**src/rtl/ysyx_22040365_wb_arbiter.sv**
```systemverilog
// ysyx_22040365_wb_arbiter: writeback arbiter merging EXU FIFO and LSU hold into one registered RF write, with pending-write scoreboard.
// Optional bypass port and early scoreboard clear under YSYX_22040365_WB_BYPASS_EN.
module ysyx_22040365_wb_arbiter #(
  parameter int ADDR_WIDTH = 5,
  parameter int DATA_WIDTH = 64,
  parameter int FIFO_DEPTH = 4
) (
  input  logic                     clk,
  input  logic                     rst_n,
  input  logic                     exu_valid,
  output logic                     exu_ready,
  input  logic                     exu_wen,
  input  logic [ADDR_WIDTH-1:0]    exu_rd,
  input  logic [DATA_WIDTH-1:0]    exu_data,
  input  logic                     lsu_valid,
  output logic                     lsu_ready,
  input  logic [ADDR_WIDTH-1:0]    lsu_rd,
  input  logic [DATA_WIDTH-1:0]    lsu_data,
  input  logic                     issue_valid,
  input  logic [ADDR_WIDTH-1:0]    issue_rd,
  output logic [2**ADDR_WIDTH-1:0] sb_busy,
  output logic                     rf_wen,
  output logic [ADDR_WIDTH-1:0]    rf_waddr,
  output logic [DATA_WIDTH-1:0]    rf_wdata
`ifdef YSYX_22040365_WB_BYPASS_EN
  ,
  input  logic [ADDR_WIDTH-1:0]    byp_raddr,
  output logic                     byp_hit,
  output logic [DATA_WIDTH-1:0]    byp_data
`endif
);
  localparam int PW = $clog2(FIFO_DEPTH);
  localparam int NREG = 2**ADDR_WIDTH;
  localparam int EW = ADDR_WIDTH + DATA_WIDTH;
  logic [EW-1:0]         mem_q [FIFO_DEPTH];
  logic [PW:0]           wptr_q, wptr_d, rptr_q, rptr_d;
  logic                  hold_v_q, hold_v_d;
  logic [ADDR_WIDTH-1:0] hold_rd_q, hold_rd_d;
  logic [DATA_WIDTH-1:0] hold_data_q, hold_data_d;
  logic [NREG-1:0]       sb_q, sb_d, clr, set;
  logic                  rf_wen_q, rf_wen_d;
  logic [ADDR_WIDTH-1:0] rf_waddr_q, rf_waddr_d, pop_rd;
  logic [DATA_WIDTH-1:0] rf_wdata_q, rf_wdata_d, pop_data;
  logic                  empty, full, push, pop, pop_fifo, lsu_acc;
  logic [EW-1:0]         head;
  always_comb begin
    empty       = wptr_q == rptr_q;
    full        = (wptr_q[PW] != rptr_q[PW]) && (wptr_q[PW-1:0] == rptr_q[PW-1:0]);
    exu_ready   = rst_n && !full;
    lsu_ready   = rst_n;
    push        = exu_valid && exu_ready && exu_wen;
    lsu_acc     = lsu_valid && lsu_ready;
    head        = mem_q[rptr_q[PW-1:0]];
    pop_fifo    = !hold_v_q && !empty;
    pop         = hold_v_q || !empty;
    pop_rd      = hold_v_q ? hold_rd_q : head[EW-1:DATA_WIDTH];
    pop_data    = hold_v_q ? hold_data_q : head[DATA_WIDTH-1:0];
    wptr_d      = wptr_q + (PW+1)'(push);
    rptr_d      = rptr_q + (PW+1)'(pop_fifo);
    hold_v_d    = lsu_acc;
    hold_rd_d   = lsu_acc ? lsu_rd : hold_rd_q;
    hold_data_d = lsu_acc ? lsu_data : hold_data_q;
    rf_wen_d    = pop && pop_rd != '0;
    rf_waddr_d  = pop ? pop_rd : rf_waddr_q;
    rf_wdata_d  = pop ? pop_data : rf_wdata_q;
`ifdef YSYX_22040365_WB_BYPASS_EN
    clr         = rf_wen_d ? NREG'(1) << pop_rd : '0;
`else
    clr         = rf_wen_q ? NREG'(1) << rf_waddr_q : '0;
`endif
    set         = (issue_valid && issue_rd != '0) ? NREG'(1) << issue_rd : '0;
    sb_d        = (sb_q & ~clr) | set;
  end
  always_ff @(posedge clk)
    if (push) mem_q[wptr_q[PW-1:0]] <= {exu_rd, exu_data};
  always_ff @(posedge clk or negedge rst_n) begin
    if (!rst_n) begin
      wptr_q      <= '0;
      rptr_q      <= '0;
      hold_v_q    <= 1'b0;
      hold_rd_q   <= '0;
      hold_data_q <= '0;
      sb_q        <= '0;
      rf_wen_q    <= 1'b0;
      rf_waddr_q  <= '0;
      rf_wdata_q  <= '0;
    end else begin
      wptr_q      <= wptr_d;
      rptr_q      <= rptr_d;
      hold_v_q    <= hold_v_d;
      hold_rd_q   <= hold_rd_d;
      hold_data_q <= hold_data_d;
      sb_q        <= sb_d;
      rf_wen_q    <= rf_wen_d;
      rf_waddr_q  <= rf_waddr_d;
      rf_wdata_q  <= rf_wdata_d;
    end
  end
  assign sb_busy  = sb_q;
  assign rf_wen   = rf_wen_q;
  assign rf_waddr = rf_waddr_q;
  assign rf_wdata = rf_wdata_q;
`ifdef YSYX_22040365_WB_BYPASS_EN
  assign byp_hit  = rf_wen_q && rf_waddr_q == byp_raddr && byp_raddr != '0;
  assign byp_data = rf_wdata_q;
`endif
endmodule

```
**config.mk**
```make
export PLATFORM = sky130hd
export DESIGN_NAME = ysyx_22040365_wb_arbiter
export DESIGN_NICKNAME = d
export VERILOG_FILES = /design/src/rtl/ysyx_22040365_wb_arbiter.sv
export SDC_FILE = /design/constraint.sdc
export NUM_CORES = 1
export LEC_CHECK = 0
export CORE_UTILIZATION = 45
export DETAILED_ROUTE_END_ITERATION = 12
export PLACE_DENSITY = 0.68
export SYNTH_ARGS = -nofsm -noshare
export SYNTH_HDL_FRONTEND = slang
export SYNTH_SLANG_ARGS = --single-unit
export TNS_END_PERCENT = 1
```
**constraint.sdc**
```tcl
create_clock -name clk -period 8.6 [get_ports clk]
set_clock_uncertainty 0.15 [all_clocks]
set_input_delay 1.29 -clock clk [delete_from_list [all_inputs] [get_ports clk]]
set_output_delay 1.29 -clock clk [all_outputs]
set_load 0.02 [all_outputs]
```
# [Word level (Yosys, flattened, before mapping)]
# Memories as Yosys holds them, arrays and structs flattened.
# Cells that the tools add are included.
[classes] shifts=2 n_bitwise=3 n_mux=6 n_eq_ne=3 n_addsub=2 n_reduce_logical=14
[ops] cell="$mux 32" n=2
[ops] cell="$mux 64" n=1
[ops] cell="$shl 1x5->32 const A" n=2
[ops] cell="$and 32x32->32" n=1
[ops] cell="$not 32->32" n=1
[ops] cell="$or 32x32->32" n=1
[ops] cell="$reduce_bool 5->1" n=2
[ops] cell="$logic_and 1x1->1" n=8
[ops] cell="$add 3x1->3" n=2
[ops] cell="$mux 5" n=1
[ops] cell="$eq 3x3->1" n=1
[ops] cell="$logic_not 1->1" n=3
[ops] cell="$eq 2x2->1" n=1
[ops] cell="$mux 1" n=2
[ops] cell="$logic_or 1x1->1" n=1
[ops] cell="$ne 1x1->1" n=1
[word_totals] regBits=178 mem_count=1 ram_bits=276
[mem_list] memory="mem_q" depth=4 width=69 rd=1 rd_ports_with_merged_regs=0 write_ports=1 line_no="35" rtl="logic [EW-1:0] mem_q [FIFO_DEPTH];"

# [Logic depth before layout (Yosys ltp)]
# Gate-level depths: netlist of the first run.
[depth] depth_word=8 ltp_mapped=8 depth_no_buf=7

# [Worst setup path before layout of the first run]
# OpenSTA, ideal clock, no wires.
[synth_path] path_type="input port to flip-flop" start="input rst_n" end="memory mem_q[2][0] in the netlist's numbering (enable)" t_arrival_ns=6.664 path_buffers=0 required_ns=7.869 setup_slack_ns=1.205 cell_stages=4 setup_ns=0.581 path_cell_list="inv_1 a31oi_1 nand3_1 nor3_1"
[synth_between] elab_chain_cells=5
[synth_lines] item="start: declaration" line_no="9" rtl="input logic rst_n,"
[synth_lines] item="$logic_and 1x1->1" line_no="49" rtl="exu_ready = rst_n && !full;"
[synth_lines] item="named net exu_ready" line_no="11" rtl="output logic exu_ready,"
[synth_lines] item="$logic_and 1x1->1 (2 in series)" line_no="51" rtl="push = exu_valid && exu_ready && exu_wen;"
[synth_lines] item="$mux 1" line_no="75" rtl="if (push) mem_q[wptr_q[PW-1:0]] <= {exu_rd, exu_data};"
[synth_lines] item="$mux 1 (not written as such)" line_no="75"
[synth_lines] item="end: declaration" line_no="35"
# The timed path passes the listed nets, and every way through them passes these cells.

# [Worst setup path in the final report of the first run]
[layout_path] start="register rptr_q[1]" end="output exu_ready"
[layout_between] elab_chain_cells=4
[layout_lines] item="start: declaration" line_no="36" rtl="logic [PW:0] wptr_q, wptr_d, rptr_q, rptr_d;"
[layout_lines] item="start signal: assignment" line_no="89" rtl="rptr_q <= rptr_d;"
[layout_lines] item="$eq 2x2->1" line_no="48" rtl="full = (wptr_q[PW] != rptr_q[PW]) && (wptr_q[PW-1:0] == rptr_q[PW-1:0]);"
[layout_lines] item="$logic_and 1x1->1" line_no="48"
[layout_lines] item="$logic_not 1->1" line_no="49"
[layout_lines] item="$logic_and 1x1->1" line_no="49"
[layout_lines] item="end: declaration" line_no="11"
# Every way passes these cells.

==> results of run 1 <==
==> sequential cells by signal, indices dropped and copies added, names as in the netlist <==
register	flops
hold_data_q	64
hold_rd_q	5
hold_v_q	1
mem_q	276
rf_waddr	5
rf_wdata	64
rf_wen	1
rptr_q	3
sb_busy	32
wptr_q	3
==> power groups by stage <==
stage,logic [uW],registers [uW],clock network [uW]
after global routing,2390,3150,2080
after detailed placement,2230,3140,0
after global placement,2190,3130,0
final,2200,3090,1950
after floorplan,1270,3220,0
after CTS,2240,3100,1990
==> worst max path at each step <==
stage / startpoint / end / slack (ns) / cells past startpoint
2_1_floorplan: rst_n / mem_q[2][0] / 1.21 / 4
3_3_place_gp: rst_n / mem_q[3][29] / 3.91 / 8
3_5_place_dp: rst_n / mem_q[1][42] / 3.89 / 8
4_1_cts: rptr_q[1] / exu_ready / 3.93 / 3
5_1_grt: rptr_q[1] / exu_ready / 3.84 / 3
6_report: rptr_q[1] / exu_ready / 4.04 / 3
==> kinds of logic after synthesis <==
family	count (synthesis)
flops	454
compound gates	136
simple gates	129
mux	207
fa+ha+maj	4
buf+inv	61
xor+xnor	6
==> per-layer routing <==
layer | part of all wire | vias up
li1 | - | 4353
met1 | 0.42 | 4885
met2 | 0.50 | 219
met3 | 0.057 | 52
met4 | 0.017 | 0
met5 | 0 | -
==> synth_stat cells (all sizes together), types with 2 or more instances <==
cell / n
a21oi: 5
a31oi: 3
and2: 2
buf: 36
clkbuf: 20
dfrtp: 178
edfxtp: 276
ha: 4
inv: 5
mux2: 70
mux2i: 70
mux4: 67
nand2: 76
nand2b: 9
nand3: 5
nand3b: 5
nand4: 3
nand4b: 4
nor2: 5
nor3: 8
o21ai: 116
o2bb2ai: 2
o31ai: 5
or2: 6
or3: 2
xnor2: 3
xor2: 3
==> per-stage QoR <==
| stage | setup WS [ns] | hold slack, ns | cells | power, uW | util |
|---|---|---|---|---|---|
| 3_5_place_dp | 3.89 | 0.323 | 1715 | 5370 | 0.539 |
| 2_1_floorplan | 1.21 | 0.305 | 997 | 4500 | - |
| 3_3_place_gp | 3.91 | 0.316 | 1715 | 5320 | 0.539 |
| 6_report | 4.04 | 0.333 | 1803 | 7240 | 0.579 |
| 4_1_cts | 3.93 | 0.338 | 1802 | 7340 | 0.578 |
| 5_1_grt | 3.84 | 0.357 | 1802 | 7610 | 0.578 |
==> layout make-up <==
class / instances / area, um2 / share of cell area
Tap cell: 511 / 639 / 0.0291
Sequential cell: 454 / 12800 / 0.580
Clock buffer: 78 / 1450 / 0.0657
Inverter: 5 / 18.8 / 0.000853
Clock inverter: 9 / 46.3 / 0.00210
Timing Repair Buffer: 263 / 2610 / 0.119
Multi-Input combinational cell: 482 / 4480 / 0.204
Antenna cell: 1 / 2.50 / 0.000114
==> critical path, stage by stage, from the launching register on <==
cell and delay, ns:
dfrtp_4 1.19, xnor2_1 0.33, a31oi_1 0.36, clkdlybuf4s50_1 0.67
==> metrics.yaml, run 1 <==
yosys:
  ys_seq_elements: 454
  synth_top_area_cell: "edfxtp_1"
  synth_fp_nets: 1150
  synth_adder_area_share: 0.00285
  synth_area_leaders: "edfxtp_1 47%, dfrtp_1 25%, mux4_2 8.5%, mux2_2 4.4%, mux2i_1 4.0%"
  synth_top_area_frac: 0.472
  synth_cell_types: 45
  synthCells: 997
  synthMuxAreaShare: 0.171
  netlist_area_um2: 17600
  synth_compound_area_frac: 0.0415
  synth_xor_area_frac: 0.00299
  syn-mean-instance-area_um2: 17.6
  ys_warn_count: 0
  synth-simple-area-share: 0.0346
  synthArstFlopShare: 0.392
  synth_edf_count: 276
  yosysSeqAreaShare: 0.726
  synth_top_family_by_area: "multiplexers"
  synth_top_flop_cell: "edfxtp_1"
power_and_ir_drop:
  pwr-share-comb: 0.304
  p_per_area_nw_per_um2: 329
  p_clk_frac: 0.269
  p_sw_frac: 0.309
  p_seq_frac: 0.427
  power.leakage_uw: 0.00813
  netSwitchingPower_uw: 2230
  ir_worst_vdd_uv: 227
  intPower_uw: 5000
detailed_routing:
  viasPerCell: 5.27
  drt_iter0_drc: 472
  drt-total-wl_um: 35900
  wire_per_inst_um: 19.9
  post-route-drc-count: 0
  dr.pass1.iters: 4
  ant_nets: 0
  vias: 9509
min_path:
  hold_class: "reg -> reg"
  hold_end: "rf_wdata[7]"
  min_from: "hold_data_q[7]"
  hold_path_depth: 2
sta:
  fin_setup_tns_ns: 0
  fin_crit_sh: 0.531
  worstMarginPinSlew_ns: 1.29
  max-slew-margin-rel: 0.139
  layout_min_cycle_time_ns: 4.56
  timing.fmax_mhz: 219
  rsz0062_at_grt: "no"
  setup_viol: 0
  hold_violations: 0
  drv_slew: 0
critical_path:
  endpoint_kind: "output pin"
  crit_path_max_fanout: 73
  worstSetupStartpointType: "flop"
  critical_path_required_ns: 7.16
  arrival_ns: 3.12
  regToRegSetupSlack_ns: 4.21
  ff2ff_path_depth: 7
  r2r-start: "rptr_q[1]"
  critical_path_class: "reg -> out"
  r2r_end: "mem_q[1][41]"
die:
  die_x_um: 199
  initial_core_util: 0.462
  die_area_um2: 39800
  num_rows: 71
  fp.dieH_um: 199
  fp.coreArea_um2: 38000
  ios: 253
clocking:
  cts_resized: 0
  cts_tree: "done"
  numCtsBuffers: 47
  ctsHoldBuffers: 0
  insertion_delay_ns: 0.56
  cts_root_buf: "clkbuf_16"
  post-cts-setup-buffers: 0
  cts.sinks: 454
  path_clk_slew_ns: 0.06
  clockBufferDepth: 3
  h-tree-depth: 2
grt:
  met3_usage: 0.0474
  grt-ovfl-total: 0
  use_met1: 0.240
  grt_antenna_before_repair: 1
  grt-busiest-layer: "met2"
  grt_pass1_vias: 10000
  grt_max_degree: 112
  met2_usage: 0.312
  grt_util_all_layers: 0.186
  grt_pass1_wl_um: 55900
layout:
  layout_commonest_cell: "edfxtp_1"
  areaGrowthSynthToFinish_pct: 25.3
  fillers: 2971
  drive_above_1_share: 0.179
  final_cell_mix: "276 x edfxtp_1, 251 x clkdlybuf4s50_1, 175 x dfrtp_1"
  finalNetCount: 1406
  stdcell_area_um2: 22000
placement:
  hpwl_um: 22100
  globalplace.congestion: 0.824
  port_buffers: 252
  placed_area_um2: 20500
flow_run:
  maxCapViolations: 0
status:
  outcome: "completed"
Power figures use the tool's default switching activity.
==> run 2, diff against run 1 <==
PLACE_DENSITY = 0.71   (was 0.68)
clock period = 3.65 ns   (was 8.6 ns; I/O delays follow)
==> run 2 against run 1 <==
  * Critical path depth is 2 higher
  * Clock power is 140% higher
  * Global-route usage is 1.1 points higher
  * Worst hold slack worse by 0.18 ns
  * Sequential power is 130% higher
  * Non-clock buffer count is 6 higher
  * Total power is 140% higher
  * First-iteration DRC count is 2.3% lower
  * Via count is 1.5% higher
  * Core utilization is 0.30 points higher
  * Routed wire length is 6.4% higher
  * Cell count is 0.22% higher
==> metrics.yaml, run 2 (same netlist as run 1, synthesis figures left out) <==
clocking:
  h-tree-depth: 2  # unchanged
  numCtsBuffers: 47  # unchanged
  cts.sinks: 454  # unchanged
  cts_root_buf: "clkbuf_16"
  ctsHoldBuffers: 0  # unchanged
  cts_tree: "done"
  path_clk_slew_ns: 0.06  # about the same
  post-cts-setup-buffers: 0  # unchanged
  clockBufferDepth: 3  # unchanged
  insertion_delay_ns: 0.57  # about the same
  cts_resized: 0  # unchanged
critical_path:
  endpoint_kind: "flop"
  r2r_end: "rf_wdata[18]"
  crit_start: "rptr_q[0]"
  regToRegSetupSlack_ns: 0.74  # -3.47 ns
  r2r-start: "rptr_q[0]"
  critical_path_required_ns: 3.92  # -3.24 ns
  worstSetupStartpointType: "flop"
  crit_end: "rf_wdata[18]"
  ff2ff_path_depth: 5  # -2
  crit_path_max_fanout: 45  # -38%
  critical_path_class: "reg -> reg"
  arrival_ns: 3.18  # +0.06 ns
placement:
  hpwl_um: 23300  # +5.5%
  globalplace.congestion: 0.805  # -2.3%
  placed_area_um2: 20600  # +0.56%
  port_buffers: 252  # unchanged
detailed_routing:
  wire_per_inst_um: 21.1  # +6.2%
  m1WireLength_um: 15600  # +2.2%
  drt_iter0_drc: 461  # -2.3%
  vias: 9656  # +1.5%
  routed-wl-met2_um: 19700  # +9.6%
  drt-total-wl_um: 38200  # +6.4%
  ant_nets: 0  # unchanged
  dr.pass1.iters: 4  # unchanged
  top_layer_used: "met5"
  wl_met3_um: 2070  # +1.6%
  post-route-drc-count: 0  # unchanged
  viasPerCell: 5.34  # +1.3%
die:
  die_area_um2: 39800  # unchanged
  fp.dieH_um: 199  # unchanged
  ios: 253  # unchanged
  initial_core_util: 0.462  # unchanged
  die_x_um: 199  # unchanged
  fp.coreArea_um2: 38000  # unchanged
  num_rows: 71  # unchanged
layout:
  largest_reg_flops: 276  # unchanged
  final_cell_mix: "276 x edfxtp_1, 251 x clkdlybuf4s50_1, 175 x dfrtp_1"
  layout_commonest_cell: "edfxtp_1"
  stdcell_area_um2: 22100  # +0.52%
  areaGrowthSynthToFinish_pct: 26.0
  drive_above_1_share: 0.183  # +0.00394
  diodes: 0  # -1
  finalNetCount: 1412  # +0.43%
power_and_ir_drop:
  pwr-share-comb: 0.320  # +0.016
  p_seq_frac: 0.410  # -0.017
  intPower_uw: 11900  # +140%
  p_sw_frac: 0.312  # +0.00310
  power.leakage_uw: 0.00817  # +0.52%
  netSwitchingPower_uw: 5370  # +140%
  ir_worst_vdd_uv: 438  # +93%
  p_clk_frac: 0.270  # about the same
  p_per_area_nw_per_um2: 779  # +140%
grt:
  grt_pass1_vias: 10200  # +1.9%
  grt_max_degree: 73  # -35%
  grt_pass1_wl_um: 58200  # +4.2%
  grt-ovfl-total: 0  # unchanged
  grt_util_all_layers: 0.196  # +0.0107
  grt_antenna_before_repair: 1  # unchanged
sta:
  fin_crit_sh: 0.797
  setup_viol: 0  # unchanged
  timing.fmax_mhz: 344
  fin_setup_tns_ns: 0  # unchanged
  layout_min_cycle_time_ns: 2.91
  hold_violations: 0  # unchanged
  max-slew-margin-rel: 0.251  # +0.111
  drv_slew: 0  # unchanged
  rsz0062_at_grt: "no"
  worstMarginPinSlew_ns: 1.12  # -0.167 ns
flow_run:
  maxCapViolations: 0  # unchanged
status:
  outcome: "completed"
min_path:
  hold_class: "in -> async"
run 2: worst max-delay path, cell delays in order (launching register included):
cell and delay, ns:
dfrtp_4 0.41, buf_4 0.68, buf_4 0.63, mux4_2 0.57, mux2i_1 0.15, o21ai_1 0.08
run 2: power groups by stage:
| stage | Combinational (uW) | Clock, uW | Sequential (uW) |
|---|---|---|---|
| final | 5510 | 4650 | 7070 |
| after CTS | 5620 | 4750 | 7080 |
| after global routing | 5960 | 4940 | 7170 |
| after detailed placement | 5610 | 0 | 7160 |
| after global placement | 5500 | 0 | 7160 |
| after floorplan | 3020 | 0 | 7590 |
run 2: metal layers:
layer | vias up | global-route usage
li1 | 4362 | -
met1 | 4992 | 0.245
met2 | 243 | 0.339
met3 | 57 | 0.0407
met4 | 2 | 0.0664
met5 | - | 0
run 2: worst min path at each step:
stage / cells after the start / endpoint / start
floorplan: 0 / hold_data_q[0] / rst_n
global placement: 2 / rf_wdata[46] / hold_data_q[46]
detailed placement: 2 / rf_wdata[46] / hold_data_q[46]
CTS: 2 / rf_wdata[39] / rst_n
global route: 2 / rf_wdata[39] / rst_n
finish: 2 / hold_data_q[47] / rst_n
run 2: final cells by class:
cell class                      instances  area, um2
Tap cell                              511        639
Fill cell                            2966      15900
Clock buffer                           67       1320
Sequential cell                       454      12800
Timing Repair Buffer                  269       2700
Multi-Input combinational cell        482       4500
Inverter                                5       18.8
Clock inverter                         19        174
run 2: through the flow:
step / total power, uW / util / hold slack (ns) / setup slack (ns) / std cells
6_report: 17200 / 0.582 / 0.152 / 0.741 / 1807
5_1_grt: 18100 / 0.582 / 0.224 / 0.486 / 1807
4_1_cts: 17500 / 0.582 / 0.170 / 0.622 / 1807
3_5_place_dp: 12800 / 0.542 / 0.323 / 0.636 / 1721
3_3_place_gp: 12700 / 0.542 / 0.313 / 0.670 / 1721
2_1_floorplan: 10600 / - / 0.102 / -0.222 / 997
